### src/rtl/hram_pkg.sv
// Shared types and constants for the HyperRAM transaction sequencer.
package hram_pkg;

    typedef enum logic [2:0] {
        IDLE,
        CSLO,
        CA,
        LAT,
        WR,
        RD,
        CSHI
    } state_e;

    localparam int CA_RW    = 47;
    localparam int CA_AS    = 46;
    localparam int CA_BURST = 45;
    localparam int CA_BYTES = 6;
    localparam int CSHI_CYC = 2;

    // 48-bit command/address word: linear burst, memory space, row in [44:16], column in [2:0].
    function automatic logic [47:0] ca_word(input logic write, input logic [28:0] row,
                                            input logic [2:0] col);
        ca_word           = '0;
        ca_word[CA_RW]    = !write;
        ca_word[CA_AS]    = 1'b0;
        ca_word[CA_BURST] = 1'b1;
        ca_word[44:16]    = row;
        ca_word[2:0]      = col;
    endfunction

endpackage

### src/rtl/hram_seq_if.sv
// Command, write-stream and read-stream bundle between a requester and hram_seq.
interface hram_seq_if #(
    parameter int ADDR_W = 32,
    parameter int LEN_W  = 8
);
    logic              cmd_valid;
    logic              cmd_ready;
    logic              cmd_write;
    logic [ADDR_W-1:0] cmd_addr;
    logic [LEN_W-1:0]  cmd_len;
    logic              wr_valid;
    logic              wr_ready;
    logic [7:0]        wr_data;
    logic              rd_valid;
    logic [7:0]        rd_data;
    logic              busy;
    logic              err;

    modport master (
        output cmd_valid, cmd_write, cmd_addr, cmd_len, wr_valid, wr_data,
        input  cmd_ready, wr_ready, rd_valid, rd_data, busy, err
    );

    modport slave (
        input  cmd_valid, cmd_write, cmd_addr, cmd_len, wr_valid, wr_data,
        output cmd_ready, wr_ready, rd_valid, rd_data, busy, err
    );
endinterface

### src/rtl/hram_rd_capture.sv
// Registers RWDS/DQ from the pads and turns each RWDS level change into one read byte.
module hram_rd_capture (
    input  logic       clk,
    input  logic       reset,
    input  logic       en,
    input  logic       rwds_din,
    input  logic [7:0] dq_din,
    output logic       rwds_q,
    output logic       cap,
    output logic       rd_valid,
    output logic [7:0] rd_data
);
    logic       rwds_q2;
    logic [7:0] dq_q;

    // Either RWDS edge marks a byte; only honoured while the sequencer is reading.
    assign cap = en && (rwds_q != rwds_q2);

    always_ff @(posedge clk or posedge reset) begin
        // NOTE: the data registers are reset as well, so rd_data is defined from the first cycle.
        if (reset) begin
            rwds_q   <= 1'b0;
            rwds_q2  <= 1'b0;
            dq_q     <= '0;
            rd_valid <= 1'b0;
            rd_data  <= '0;
        end else begin
            rwds_q   <= rwds_din;
            rwds_q2  <= rwds_q;
            dq_q     <= dq_din;
            rd_valid <= cap;
            if (cap) rd_data <= dq_q;
        end
    end
endmodule

### src/rtl/hram_seq.sv
// HyperRAM transaction sequencer: emits one pin word {ck,cs,dirs,dq} per clk for each burst.
// Optional read watchdog (err flag) is built when HRAM_SEQ_TIMEOUT_EN is defined.
module hram_seq
    import hram_pkg::*;
#(
    parameter int ADDR_W  = 32,
    parameter int LEN_W   = 8,
    parameter int LATENCY = 6,
    parameter int TIMEOUT = 255
) (
    input  logic       clk,
    input  logic       reset,
    hram_seq_if.slave  bus,
    output logic       hram_ck,
    output logic       hram_cs,
    output logic       hram_rwds_dir,
    output logic       hram_rwds_dout,
    output logic       hram_dq_dir,
    output logic [7:0] hram_dq_dout,
    input  logic       hram_rwds_din,
    input  logic [7:0] hram_dq_din
);
    localparam int LAT_MAX = (4 * LATENCY > CA_BYTES) ? 4 * LATENCY : CA_BYTES;
    localparam int CNT_MAX = (LAT_MAX > TIMEOUT) ? LAT_MAX : TIMEOUT;
    localparam int CNT_W   = $clog2(CNT_MAX + 1);

    state_e            state_q, state_d;
    logic [CNT_W-1:0]  cnt_q, cnt_d, lat_last;
    logic [LEN_W:0]    byte_q, byte_d, last_byte;
    logic              ck_q, ck_d, ready_q, write_q, dbl_q;
    logic [ADDR_W-1:0] addr_q;
    logic [LEN_W-1:0]  len_q;
    logic              rwds_q, cap, accept;
    logic [47:0]       ca_w, ca_sh;

    assign accept    = bus.cmd_valid && ready_q;
    assign last_byte = {len_q, 1'b1};
    assign lat_last  = dbl_q ? CNT_W'(4 * LATENCY - 1) : CNT_W'(2 * LATENCY - 1);
    assign ca_w      = ca_word(write_q, 29'(addr_q >> 3), addr_q[2:0]);
    assign ca_sh     = ca_w << (8 * cnt_q);

`ifdef HRAM_SEQ_TIMEOUT_EN
    logic timeout, err_q;
`endif

    always_comb begin
        // NOTE: every variable gets a default first so no branch can infer a latch.
        state_d = state_q;
        cnt_d   = cnt_q;
        byte_d  = byte_q;
        ck_d    = 1'b0;
`ifdef HRAM_SEQ_TIMEOUT_EN
        timeout = 1'b0;
`endif
        case (state_q)
            IDLE: if (accept) begin
                state_d = CSLO;
                cnt_d   = '0;
            end
            CSLO: state_d = CA;
            CA: begin
                ck_d = ~ck_q;
                if (cnt_q == CNT_W'(CA_BYTES - 1)) begin
                    state_d = LAT;
                    cnt_d   = '0;
                end else cnt_d = cnt_q + 1'b1;
            end
            LAT: begin
                ck_d = ~ck_q;
                if (cnt_q == lat_last) begin
                    state_d = write_q ? WR : RD;
                    cnt_d   = '0;
                    byte_d  = '0;
                end else cnt_d = cnt_q + 1'b1;
            end
            WR: begin
                // A missing write byte holds ck so the memory never sees an edge for it.
                ck_d = bus.wr_valid ? ~ck_q : ck_q;
                if (bus.wr_valid) begin
                    if (byte_q == last_byte) state_d = CSHI;
                    else byte_d = byte_q + 1'b1;
                end
            end
            RD: begin
                ck_d = ~ck_q;
                if (cap) begin
                    cnt_d = '0;
                    if (byte_q == last_byte) state_d = CSHI;
                    else byte_d = byte_q + 1'b1;
                end
`ifdef HRAM_SEQ_TIMEOUT_EN
                else if (cnt_q == CNT_W'(TIMEOUT - 1)) begin
                    state_d = CSHI;
                    cnt_d   = '0;
                    timeout = 1'b1;
                end else cnt_d = cnt_q + 1'b1;
`endif
            end
            CSHI: begin
                if (cnt_q == CNT_W'(CSHI_CYC - 1)) state_d = IDLE;
                else cnt_d = cnt_q + 1'b1;
            end
            default: state_d = IDLE;
        endcase
        if (state_d == CSHI || state_d == IDLE) ck_d = 1'b0;
    end

    always_ff @(posedge clk or posedge reset) begin
        if (reset) begin
            state_q <= IDLE;
            cnt_q   <= '0;
            byte_q  <= '0;
            ck_q    <= 1'b0;
            ready_q <= 1'b0;
            write_q <= 1'b0;
            dbl_q   <= 1'b0;
            addr_q  <= '0;
            len_q   <= '0;
        end else begin
            // NOTE: non-blocking assignments so every register updates from pre-edge values.
            state_q <= state_d;
            cnt_q   <= cnt_d;
            byte_q  <= byte_d;
            ck_q    <= ck_d;
            ready_q <= (state_d == IDLE);
            if (accept) begin
                addr_q  <= bus.cmd_addr;
                write_q <= bus.cmd_write;
                len_q   <= bus.cmd_len;
            end
            // The memory flags a refresh collision on RWDS during the third CA byte.
            if (state_q == CA && cnt_q == CNT_W'(2)) dbl_q <= rwds_q;
        end
    end

`ifdef HRAM_SEQ_TIMEOUT_EN
    always_ff @(posedge clk or posedge reset) begin
        if (reset) err_q <= 1'b0;
        else if (timeout) err_q <= 1'b1;
    end
    assign bus.err = err_q;
`else
    assign bus.err = 1'b0;
`endif

    always_comb begin
        hram_cs        = 1'b1;
        hram_rwds_dir  = 1'b0;
        hram_rwds_dout = 1'b0;
        hram_dq_dir    = 1'b0;
        hram_dq_dout   = '0;
        case (state_q)
            CSLO: begin
                hram_cs     = 1'b0;
                hram_dq_dir = 1'b1;
            end
            CA: begin
                hram_cs      = 1'b0;
                hram_dq_dir  = 1'b1;
                hram_dq_dout = ca_sh[47:40];
            end
            LAT, RD: hram_cs = 1'b0;
            WR: begin
                hram_cs       = 1'b0;
                hram_rwds_dir = 1'b1;
                hram_dq_dir   = 1'b1;
                hram_dq_dout  = bus.wr_data;
            end
            default: ;
        endcase
    end

    assign hram_ck       = ck_q;
    assign bus.cmd_ready = ready_q;
    assign bus.wr_ready  = (state_q == WR);
    assign bus.busy      = (state_q != IDLE);

    hram_rd_capture u_capture (
        .clk      (clk),
        .reset    (reset),
        .en       (state_q == RD),
        .rwds_din (hram_rwds_din),
        .dq_din   (hram_dq_din),
        .rwds_q   (rwds_q),
        .cap      (cap),
        .rd_valid (bus.rd_valid),
        .rd_data  (bus.rd_data)
    );
endmodule

### src/flat_wrapper.sv
// flat-port wrapper written by rule: the top's interface ports become plain ports
module hram_seq_flat import hram_pkg::*;
#(
    parameter int ADDR_W  = 32,
    parameter int LEN_W   = 8,
    parameter int LATENCY = 6,
    parameter int TIMEOUT = 255
)
  (clk, reset, hram_ck, hram_cs, hram_rwds_dir, hram_rwds_dout, hram_dq_dir, hram_dq_dout, hram_rwds_din, hram_dq_din, bus_cmd_valid, bus_cmd_write, bus_cmd_addr, bus_cmd_len, bus_wr_valid, bus_wr_data, bus_cmd_ready, bus_wr_ready, bus_rd_valid, bus_rd_data, bus_busy, bus_err);
  hram_seq_if #(.ADDR_W(ADDR_W), .LEN_W(LEN_W)) bus_i ();
  input  logic clk;
  input  logic reset;
  output logic hram_ck;
  output logic hram_cs;
  output logic hram_rwds_dir;
  output logic hram_rwds_dout;
  output logic hram_dq_dir;
  output logic [7:0] hram_dq_dout;
  input  logic hram_rwds_din;
  input  logic [7:0] hram_dq_din;
  input wire logic [$bits(bus_i.cmd_valid)-1:0] bus_cmd_valid;
  input wire logic [$bits(bus_i.cmd_write)-1:0] bus_cmd_write;
  input wire logic [$bits(bus_i.cmd_addr)-1:0] bus_cmd_addr;
  input wire logic [$bits(bus_i.cmd_len)-1:0] bus_cmd_len;
  input wire logic [$bits(bus_i.wr_valid)-1:0] bus_wr_valid;
  input wire logic [$bits(bus_i.wr_data)-1:0] bus_wr_data;
  output wire logic [$bits(bus_i.cmd_ready)-1:0] bus_cmd_ready;
  output wire logic [$bits(bus_i.wr_ready)-1:0] bus_wr_ready;
  output wire logic [$bits(bus_i.rd_valid)-1:0] bus_rd_valid;
  output wire logic [$bits(bus_i.rd_data)-1:0] bus_rd_data;
  output wire logic [$bits(bus_i.busy)-1:0] bus_busy;
  output wire logic [$bits(bus_i.err)-1:0] bus_err;
  assign bus_i.cmd_valid = bus_cmd_valid;
  assign bus_i.cmd_write = bus_cmd_write;
  assign bus_i.cmd_addr = bus_cmd_addr;
  assign bus_i.cmd_len = bus_cmd_len;
  assign bus_i.wr_valid = bus_wr_valid;
  assign bus_i.wr_data = bus_wr_data;
  assign bus_cmd_ready = bus_i.cmd_ready;
  assign bus_wr_ready = bus_i.wr_ready;
  assign bus_rd_valid = bus_i.rd_valid;
  assign bus_rd_data = bus_i.rd_data;
  assign bus_busy = bus_i.busy;
  assign bus_err = bus_i.err;
  hram_seq #(.ADDR_W(ADDR_W), .LEN_W(LEN_W), .LATENCY(LATENCY), .TIMEOUT(TIMEOUT)) u_core (.clk(clk), .reset(reset), .bus(bus_i), .hram_ck(hram_ck), .hram_cs(hram_cs), .hram_rwds_dir(hram_rwds_dir), .hram_rwds_dout(hram_rwds_dout), .hram_dq_dir(hram_dq_dir), .hram_dq_dout(hram_dq_dout), .hram_rwds_din(hram_rwds_din), .hram_dq_din(hram_dq_din));
endmodule
### config.mk
export PLATFORM = sky130hd
export DESIGN_NAME = hram_seq_flat
export DESIGN_NICKNAME = d
export VERILOG_FILES = /design/src/rtl/hram_pkg.sv /design/src/rtl/hram_seq_if.sv /design/src/rtl/hram_rd_capture.sv /design/src/rtl/hram_seq.sv /design/src/flat_wrapper.sv
export SDC_FILE = /design/constraint.sdc
export NUM_CORES = 1
export LEC_CHECK = 0
export ABC_AREA = 1
export BUFFER_PORTS_ARGS = -buffer_cell sky130_fd_sc_hd__buf_2
export CELL_PAD_IN_SITES_DETAIL_PLACEMENT = 2
export CELL_PAD_IN_SITES_GLOBAL_PLACEMENT = 2
export CORE_MARGIN = 2
export CORE_UTILIZATION = 36
export CTS_BUF_LIST = sky130_fd_sc_hd__clkbuf_8
export DETAILED_ROUTE_END_ITERATION = 7
export MAX_ROUTING_LAYER = met4
export PLACE_DENSITY_LB_ADDON = 0.1
export SYNTH_ARGS = -nofsm -noshare
export SYNTH_HDL_FRONTEND = slang
export SYNTH_SLANG_ARGS = --single-unit
### constraint.sdc
create_clock -name clk -period 4.5 [get_ports clk]
set_clock_uncertainty 0.15 [all_clocks]
set_input_delay 0.9 -clock clk [delete_from_list [all_inputs] [get_ports clk]]
set_output_delay 0.9 -clock clk [all_outputs]
set_load 0.05 [all_outputs]
==> impl_metrics.yaml, run 1 <==
grt:
  grt_antenna_before_repair: 2
  grt_max_degree: 46
  grt_use_total_pct: 21.6
  grt_overflow_total: 0
  grt_pass1_vias: 4206
  grt_pass1_wl_um: 21300
clock_tree:
  cts-resized-gates: 0
  postCtsHoldBufs: 0
  clkLatencyLatePin_ns: 0.38
  cts_max_level: 3
  clock_sinks: 83
  cts_tree: "built"
  post_cts_buffers: 0
  cts.clk_slew.worst_paths_ns: 0.09
  cts-root-buf: "clkbuf_8"
  clk_path_buf_depth: 2
  numCtsBuffers: 9
setup_path:
  crit_arrival_ns: 2.44
  cp-start-kind: "flop"
  r2r_start: "u_core.cnt_q[1]"
  reg2reg_slack_ns: 2.07
  r2r_cells: 10
  worst_r2r_endpoint: "u_core.byte_q[3]"
  required_ns: 3.45
  cp-end-kind: "primary output"
  crit_fanout: 21
  crit_type: "flop to primary output"
power:
  combPwrFrac_pct: 16.3
  power_switching_w: 0.000526
  clkPwrFrac_pct: 32.3
  irDropWorstVdd_mv: 0.189
  power_per_cell_area_nw_per_um2: 315
  internal-power_w: 0.00108
  p_leak_nw: 2.71
  fin_total_pwr_w: 0.00161
  seqPwrFrac_pct: 51.4
  sw_frac_of_total_pct: 32.7
yosys:
  synthMuxAreaShare_pct: 6.63
  yosys.area_share.adder_pct: 1.13
  yosysUniqueCellTypes: 39
  netlist_instances: 520
  synth-seq-cells: 83
  synth_edf_count: 0
  ys_seq_area_share_pct: 47.0
  synth_area_sq_um: 4420
  synthXorXnorAreaFrac_pct: 1.78
  synthFlopType: "dfrtp_1"
  syn_avg_cell_area_sq_um: 8.50
  synth_top_family_by_area: "simple AND/OR/NAND/NOR gates"
  synthArstFlopShare_pct: 100
  yosys.area_share.simple_pct: 24.8
  ys_warn_count: 0
  synth_compound_area_share_pct: 10.7
placed_design:
  dp.cells: 733
  dp_hpwl_um: 9870
  port_buffers: 85
  place_ws_ns: 1.46
  gp_congestion: 0.777
floorplan:
  ios: 88
  core_area_sq_um: 12000
  die_y_um: 115
  dieArea_sq_um: 13200
  start_util_pct: 36.8
  rows: 40
  dieWidth_um: 115
timing:
  timing.final.crit_share_pct: 77.6
  clock.fmax_mhz: 286
  min_period_ns: 3.49
  slew_headroom_pct: 41.2
  hold_viol: 0
  whs_ns: 0.299
  slew_violations: 0
  worst_pin_slew_ns: 0.878
  fin_ws_ns: 1.01
  rsz0062_at_grt: "false"
  fin_tns_setup_ns: 0
  finalSetupViolCount: 0
detailed_routing:
  drt_first_pass_iters: 4
  vias: 3827
  post_drt_wl_per_cell_um: 17.3
  via_per_inst: 5.10
  routed_wl_um: 12900
  ant_nets: 0
  drt_iter0_drc: 121
  drc: 0
finish:
  area_growth_pct: 15.6
  fin_cells: 750
  final_net_count: 663
  final_common_cell: "nand2_1"
  final_cell_mix: "nand2_1 (132), buf_2 (85), dfrtp_1 (83)"
  layout-drive-gt1-share_pct: 28.6
min_path:
  min_path_cells: 2
  hold_class: "flop to flop"
  min_from: "u_core.u_capture.dq_q[7]"
  holdPathEnd: "u_core.u_capture.rd_data[7]"
outcome:
  status: "completed"
job:
  max_cap_violations: 0
-- kinds of logic after synthesis --
kind of cell / Yosys count
AO/OA/AOI/OAI: 81
XOR/XNOR: 9
adder cells (fa/ha/maj): 4
buffers and inverters: 78
flip-flops: 83
multiplexers: 26
other: 1
AND/OR/NAND/NOR: 238
-- synth_stat cells (2+ instances only) --
cell type | count | share of area [%]
o21ai_1 | 11 | 1.2
nor2_1 | 44 | 3.7
buf_2 | 3 | 0.34
o21ai_0 | 13 | 1.5
a22o_1 | 2 | 0.40
inv_2 | 11 | 0.93
nor3_1 | 3 | 0.34
nand2_4 | 3 | 0.76
clkinv_4 | 2 | 0.40
ha_1 | 4 | 1.1
buf_6 | 2 | 0.51
nand4_1 | 10 | 1.4
o2111ai_1 | 2 | 0.40
a21oi_1 | 36 | 4.1
dfrtp_1 | 83 | 47
buf_4 | 6 | 1.0
a22oi_1 | 3 | 0.51
mux2_2 | 26 | 6.6
nor2_4 | 5 | 1.3
inv_1 | 43 | 3.7
o31ai_1 | 3 | 0.51
nand2_2 | 5 | 0.71
nand3_1 | 26 | 2.9
nand2_1 | 133 | 11
clkbuf_1 | 10 | 0.85
o21ai_2 | 9 | 1.8
xor2_1 | 8 | 1.6
nand3_2 | 3 | 0.68
-- stage by stage --
step / util, % / cell area [sq um]
5_1_grt: 42.5 / 5110
6_report: 42.5 / 5110
4_1_cts: 42.5 / 5100
2_1_floorplan: - / 4420
3_3_place_gp: 41.0 / 4930
3_5_place_dp: 41.0 / 4930
-- cell type report --
type | count | area [sq um]
clock buffers | 10 | 138
clock inverters | 5 | 38.8
diodes | 2 | 5.00
multi-input cells | 360 | 2000
inverters | 56 | 221
fillers | 1369 | 6900
repair buffers | 87 | 440
well taps | 147 | 184
flip-flops and latches | 83 | 2080
-- critical path, cell delays in order, from the launching register on --
cell	delay [ns]
dfrtp_1	0.64
inv_1	0.40
nor2_1	0.31
nand2_1	0.10
nand2_1	0.09
o21ai_0	0.10
o21ai_1	0.15
buf_2	0.28
-- flip-flops by register name, indices dropped and copies added (netlist names) --
register,count
u_core.addr_q,32
u_core.byte_q,9
u_core.cnt_q,8
u_core.len_q,8
u_core.u_capture.dq_q,8
u_core.u_capture.rd_data,8
u_core.state_q,3
u_core.bus.cmd_ready,1
u_core.dbl_q,1
u_core.hram_ck,1
u_core.u_capture.rd_valid,1
u_core.u_capture.rwds_q,1
u_core.u_capture.rwds_q2,1
u_core.write_q,1
-- metal layers --
metal  wire [um]  up-vias  track usage [%]  share of wire [%]
li1            -     1836                -                  -
met1        6090     1891             27.4                 47
met2        6190       81             35.3                 48
met3         425       19             3.16                3.3
met4         240        0             7.87                1.9
met5           0        -                -                  0
-- power groups by stage --
stage          logic, W  registers (W)  clock network, W
6_report       0.000261       0.000827          0.000520
5_1_grt        0.000296       0.000833          0.000563
4_1_cts        0.000268       0.000827          0.000541
3_5_place_dp   0.000268       0.000842                 0
3_3_place_gp   0.000255       0.000839                 0
2_1_floorplan  0.000162       0.000861                 0
-- how the worst max path moves through the flow --
stage	startpoint	endpoint	cells past startpoint
finish	u_core.cnt_q[0]	hram_dq_dout[6]	7
CTS	u_core.cnt_q[0]	hram_dq_dout[6]	7
detailed placement	u_core.cnt_q[0]	hram_dq_dout[6]	7
floorplan	reset	u_core.addr_q[0]	1
global route	u_core.cnt_q[0]	hram_dq_dout[6]	7
global placement	u_core.cnt_q[0]	hram_dq_dout[6]	7
Note: power is estimated with default switching activity, not from simulation.
==> run 2, diff against run 1 <==
--- a/config.mk
+++ b/config.mk
@@ -10,7 +10,7 @@
 export CELL_PAD_IN_SITES_DETAIL_PLACEMENT = 2
 export CELL_PAD_IN_SITES_GLOBAL_PLACEMENT = 2
 export CORE_MARGIN = 2
-export CORE_UTILIZATION = 36
+export CORE_UTILIZATION = 34
 export CTS_BUF_LIST = sky130_fd_sc_hd__clkbuf_8
 export DETAILED_ROUTE_END_ITERATION = 7
 export MAX_ROUTING_LAYER = met4
==> constraint.sdc (replaced) <==
create_clock -name clk -period 3.6 [get_ports clk]
set_clock_uncertainty 0.15 [all_clocks]
set_input_delay 0.72 -clock clk [delete_from_list [all_inputs] [get_ports clk]]
set_output_delay 0.72 -clock clk [all_outputs]
set_load 0.05 [all_outputs]
==> impl_metrics.yaml, run 2 (same netlist as run 1, synthesis figures left out) <==
setup_path:
  required_ns: 2.73
  worstSetupEndpoint: "hram_dq_dout[1]"
  worst_r2r_endpoint: "u_core.byte_q[7]"
  crit_type: "flop to primary output"
  cp-start-kind: "flop"
  startpoint: "u_core.state_q[0]"
  cp-end-kind: "primary output"
  r2r_start: "u_core.cnt_q[1]"
  r2r_cells: 10
  crit_fanout: 8
  crit_arrival_ns: 2.34
  reg2reg_slack_ns: 1.09
placed_design:
  dp_hpwl_um: 10300
  gp_congestion: 0.832
  port_buffers: 85
clock_tree:
  cts.clk_slew.worst_paths_ns: 0.09
  numCtsBuffers: 9
  cts_tree: "built"
  clk_path_buf_depth: 2
  cts-root-buf: "clkbuf_8"
  cts-resized-gates: 0
  clkLatencyLatePin_ns: 0.37
  cts_max_level: 3
  post_cts_buffers: 0
  clock_sinks: 83
  postCtsHoldBufs: 0
job:
  max_cap_violations: 0
floorplan:
  die_y_um: 118
  rows: 41
  dieWidth_um: 118
  start_util_pct: 34.9
  dieArea_sq_um: 13900
  ios: 88
  core_area_sq_um: 12700
finish:
  diodes: 0
  fill_cells: 1463
  largest_reg_flops: 32
  regArea_sq_um: 2080
  post-route-util_pct: 41.0
  area_growth_pct: 17.7
  final_cell_mix: "nand2_1 (132), buf_2 (85), dfrtp_1 (83)"
  final_net_count: 667
  multi_input_area_sq_um: 2000
  top_regs: "u_core.addr_q: 32 flops, u_core.byte_q: 9 flops"
  layout-drive-gt1-share_pct: 29.2
  final_common_cell: "nand2_1"
  top_register: "u_core.addr_q"
min_path:
  min_from: "hram_dq_din[0]"
  hold_class: "input pin to flop"
timing:
  fin_tns_setup_ns: 0
  worst_pin_slew_ns: 0.906
  slew_headroom_pct: 39.6
  slew_violations: 0
  clock.fmax_mhz: 312
  timing.final.crit_share_pct: 89.1
  min_period_ns: 3.21
  finalSetupViolCount: 0
  hold_viol: 0
  rsz0062_at_grt: "false"
detailed_routing:
  drt_iter0_drc: 149
  via_per_inst: 4.97
  drc: 0
  ant_nets: 0
  drt_first_pass_iters: 4
  vias: 3868
  routed_wl_um: 13400
  post_drt_wl_per_cell_um: 17.3
grt:
  grt_pass1_vias: 4363
  grt_pass1_wl_um: 22600
  grt_use_total_pct: 21.0
  grt_overflow_total: 0
  grt_antenna_before_repair: 0
  grt_max_degree: 51
power:
  p_leak_nw: 2.75
  power_per_cell_area_nw_per_um2: 406
  irDropWorstVdd_mv: 0.233
outcome:
  status: "completed"
run 2: worst max-delay path, cell delays in order, from the launching register on:
cell     delay [ns]
dfrtp_1        0.53
nor2_1         0.25
nand2_1        0.21
nor4_4         0.49
a22oi_1        0.14
nand2_1        0.09
buf_2          0.26
run 2: area by class of cell:
cell class                      instances  share of cell area (%)
Sequential cell                        83                    40.0
Multi-Input combinational cell        360                    38.5
Timing Repair Buffer                   91                    9.05
Inverter                               56                    4.26
Tap cell                              172                    4.14
Clock buffer                           11                    2.91
Clock inverter                          5                    1.16
run 2: how the worst min path moves through the flow:
| stage | slack [ns] | cells past startpoint | to |
|---|---|---|---|
| after floorplan | 0.24 | 0 | u_core.u_capture.rwds_q2 |
| after global placement | 0.27 | 2 | u_core.u_capture.rd_data[7] |
| after detailed placement | 0.29 | 2 | u_core.u_capture.rd_data[6] |
| after CTS | 0.27 | 1 | u_core.u_capture.dq_q[4] |
| after global routing | 0.26 | 1 | u_core.u_capture.dq_q[3] |
| final | 0.30 | 1 | u_core.u_capture.dq_q[0] |
run 2: metal layers:
layer / global-route usage, % / wire, um / vias to the layer above
li1: - / - / 1843
met1: 26.2 / 6060 / 1946
met3: 4.60 / 446 / 9
met2: 35.4 / 6820 / 70
met5: - / 0 / -
met4: 4.07 / 106 / 0
run 2: where the power goes:
group	switching [W]	internal (W)	total, W
Combinational	0.000222	0.000109	0.000332
Clock	0.000378	0.000361	0.000739
Sequential	0.0000641	0.000975	0.00104
Total	0.000665	0.00145	0.00211
run 2: per-stage QoR:
step | std cells | hold slack (ns) | power, W | cell area [sq um] | setup slack [ns]
after detailed placement | 762 | 0.290 | 0.00139 | 4990 | 0.794
after CTS | 778 | 0.274 | 0.00214 | 5200 | 0.377
after global placement | 762 | 0.272 | 0.00137 | 4990 | 0.913
final | 778 | 0.300 | 0.00211 | 5200 | 0.392
after global routing | 778 | 0.263 | 0.00222 | 5200 | 0.225
after floorplan | 521 | 0.242 | 0.00128 | 4420 | 0.593
==> run 3, diff against run 2 <==
--- a/config.mk
+++ b/config.mk
@@ -14,7 +14,7 @@
 export CTS_BUF_LIST = sky130_fd_sc_hd__clkbuf_8
 export DETAILED_ROUTE_END_ITERATION = 7
 export MAX_ROUTING_LAYER = met4
-export PLACE_DENSITY_LB_ADDON = 0.1
+export PLACE_DENSITY = 0.82
 export SYNTH_ARGS = -nofsm -noshare
 export SYNTH_HDL_FRONTEND = slang
 export SYNTH_SLANG_ARGS = --single-unit
==> impl_metrics.yaml, run 3 (same netlist as run 1, synthesis figures left out) <==
grt:
  grtUsageMet1_pct: 25.8
  grt_use_total_pct: 21.1
  grt_overflow_total: 0
  busiest_layer: "met2"
  grt_max_degree: 54
  grt_pass1_wl_um: 22600
  grt.met3_usage_pct: 3.73
  grt_pass1_vias: 4361
  grt_antenna_before_repair: 0
  grt_use_met2_pct: 35.7
power:
  internal-power_w: 0.00148
  clkPwrFrac_pct: 36.2
  combPwrFrac_pct: 15.8
  power_switching_w: 0.000676
  irDropWorstVdd_mv: 0.240
  seqPwrFrac_pct: 47.9
  power_per_cell_area_nw_per_um2: 415
  sw_frac_of_total_pct: 31.3
  p_leak_nw: 2.74
  fin_total_pwr_w: 0.00216
setup_path:
  crit_fanout: 21
  reg2reg_slack_ns: 1.15
  cp-start-kind: "flop"
  startpoint: "u_core.cnt_q[0]"
  crit_type: "flop to primary output"
  r2r_start: "u_core.cnt_q[1]"
  worstSetupEndpoint: "hram_dq_dout[2]"
  worst_r2r_endpoint: "u_core.byte_q[1]"
  required_ns: 2.73
  cp-end-kind: "primary output"
  crit_arrival_ns: 2.50
  r2r_cells: 10
detailed_routing:
  vias: 3895
  drc: 0
  routed_wl_um: 13500
  via_per_inst: 5.03
  post_drt_wl_per_cell_um: 17.5
  drt_iter0_drc: 136
  drt_first_pass_iters: 4
  ant_nets: 0
clock_tree:
  clock_sinks: 83
  post_cts_buffers: 0
  clk_path_buf_depth: 2
  cts_tree: "built"
  numCtsBuffers: 9
  cts_max_level: 3
  postCtsHoldBufs: 0
  cts.clk_slew.worst_paths_ns: 0.10
  clkLatencyLatePin_ns: 0.38
  cts-resized-gates: 0
  cts-root-buf: "clkbuf_8"
placed_design:
  port_buffers: 85
  dpl_cell_area_sq_um: 4980
  dp.cells: 759
  gp_congestion: 0.833
  dp_hpwl_um: 10100
finish:
  diodes: 0
  final_cell_mix: "nand2_1 (132), buf_2 (85), dfrtp_1 (83)"
  final_net_count: 664
  multi_input_area_sq_um: 2000
  area_growth_pct: 17.7
  largest_reg_flops: 32
  regArea_sq_um: 2080
  fill_cells: 1464
  layout-drive-gt1-share_pct: 28.9
  fin_cells: 775
  final_cell_area_sq_um: 5200
  final_common_cell: "nand2_1"
  top_regs: "u_core.addr_q: 32 flops, u_core.byte_q: 9 flops"
  top_register: "u_core.addr_q"
timing:
  hold_viol: 0
  slew_violations: 0
  rsz0062_at_grt: "false"
  finalSetupViolCount: 0
  timing.final.crit_share_pct: 93.6
  clock.fmax_mhz: 297
  min_period_ns: 3.37
  worst_pin_slew_ns: 0.941
  fin_tns_setup_ns: 0
  slew_headroom_pct: 37.2
outcome:
  status: "completed"
job:
  max_cap_violations: 0
floorplan:
  die_y_um: 118
  core_area_sq_um: 12700
  dieWidth_um: 118
  start_util_pct: 34.9
  ios: 88
  rows: 41
  dieArea_sq_um: 13900
min_path:
  hold_class: "flop to flop"
-- run 3: per-layer routing --
metal | up-vias | routed length, um
met5 | - | 0
met2 | 68 | 6970
met1 | 1976 | 5940
li1 | 1833 | -
met3 | 18 | 430
met4 | 0 | 214
-- run 3: area by class of cell --
class / count / area share, %
inverter: 56 / 4.26
multi-input combinational: 360 / 38.5
clock buffer: 9 / 2.38
sequential: 83 / 39.9
timing repair buffer: 88 / 8.85
tap: 172 / 4.14
clock inverter: 7 / 1.90
-- run 3: worst max-delay path: stages (launching register included) --
cell	delay, ns
dfrtp_1	0.68
inv_1	0.44
o21ai_0	0.30
a21oi_1	0.07
a21oi_1	0.14
a22oi_1	0.09
nand2_1	0.13
buf_2	0.27
-- run 3: power by group through the flow --
stage	clock, W	combinational, W	sequential, W
final	0.000782	0.000342	0.00103
after global routing	0.000845	0.000383	0.00104
after CTS	0.000800	0.000351	0.00103
after detailed placement	0	0.000341	0.00105
after global placement	0	0.000320	0.00105
after floorplan	0	0.000203	0.00108
-- run 3: metrics by stage --
| step | hold WS, ns | utilization [%] | setup slack [ns] |
|---|---|---|---|
| floorplan | 0.242 | - | 0.593 |
| global placement | 0.258 | 39.3 | 0.786 |
| detailed placement | 0.269 | 39.3 | 0.698 |
| CTS | 0.270 | 41.0 | 0.224 |
| global route | 0.273 | 41.0 | 0.0150 |
| finish | 0.285 | 41.0 | 0.231 |
-- run 3: worst min-delay path by stage --
stage / startpoint / end / slack [ns] / cells past startpoint
finish: u_core.u_capture.rwds_q / u_core.u_capture.rwds_q2 / 0.29 / 0
global route: hram_dq_din[2] / u_core.u_capture.dq_q[2] / 0.27 / 1
CTS: hram_dq_din[6] / u_core.u_capture.dq_q[6] / 0.27 / 1
detailed placement: u_core.u_capture.rwds_q / u_core.u_capture.rwds_q2 / 0.27 / 0
global placement: u_core.u_capture.rwds_q / u_core.u_capture.rwds_q2 / 0.26 / 0
floorplan: u_core.u_capture.rwds_q / u_core.u_capture.rwds_q2 / 0.24 / 0
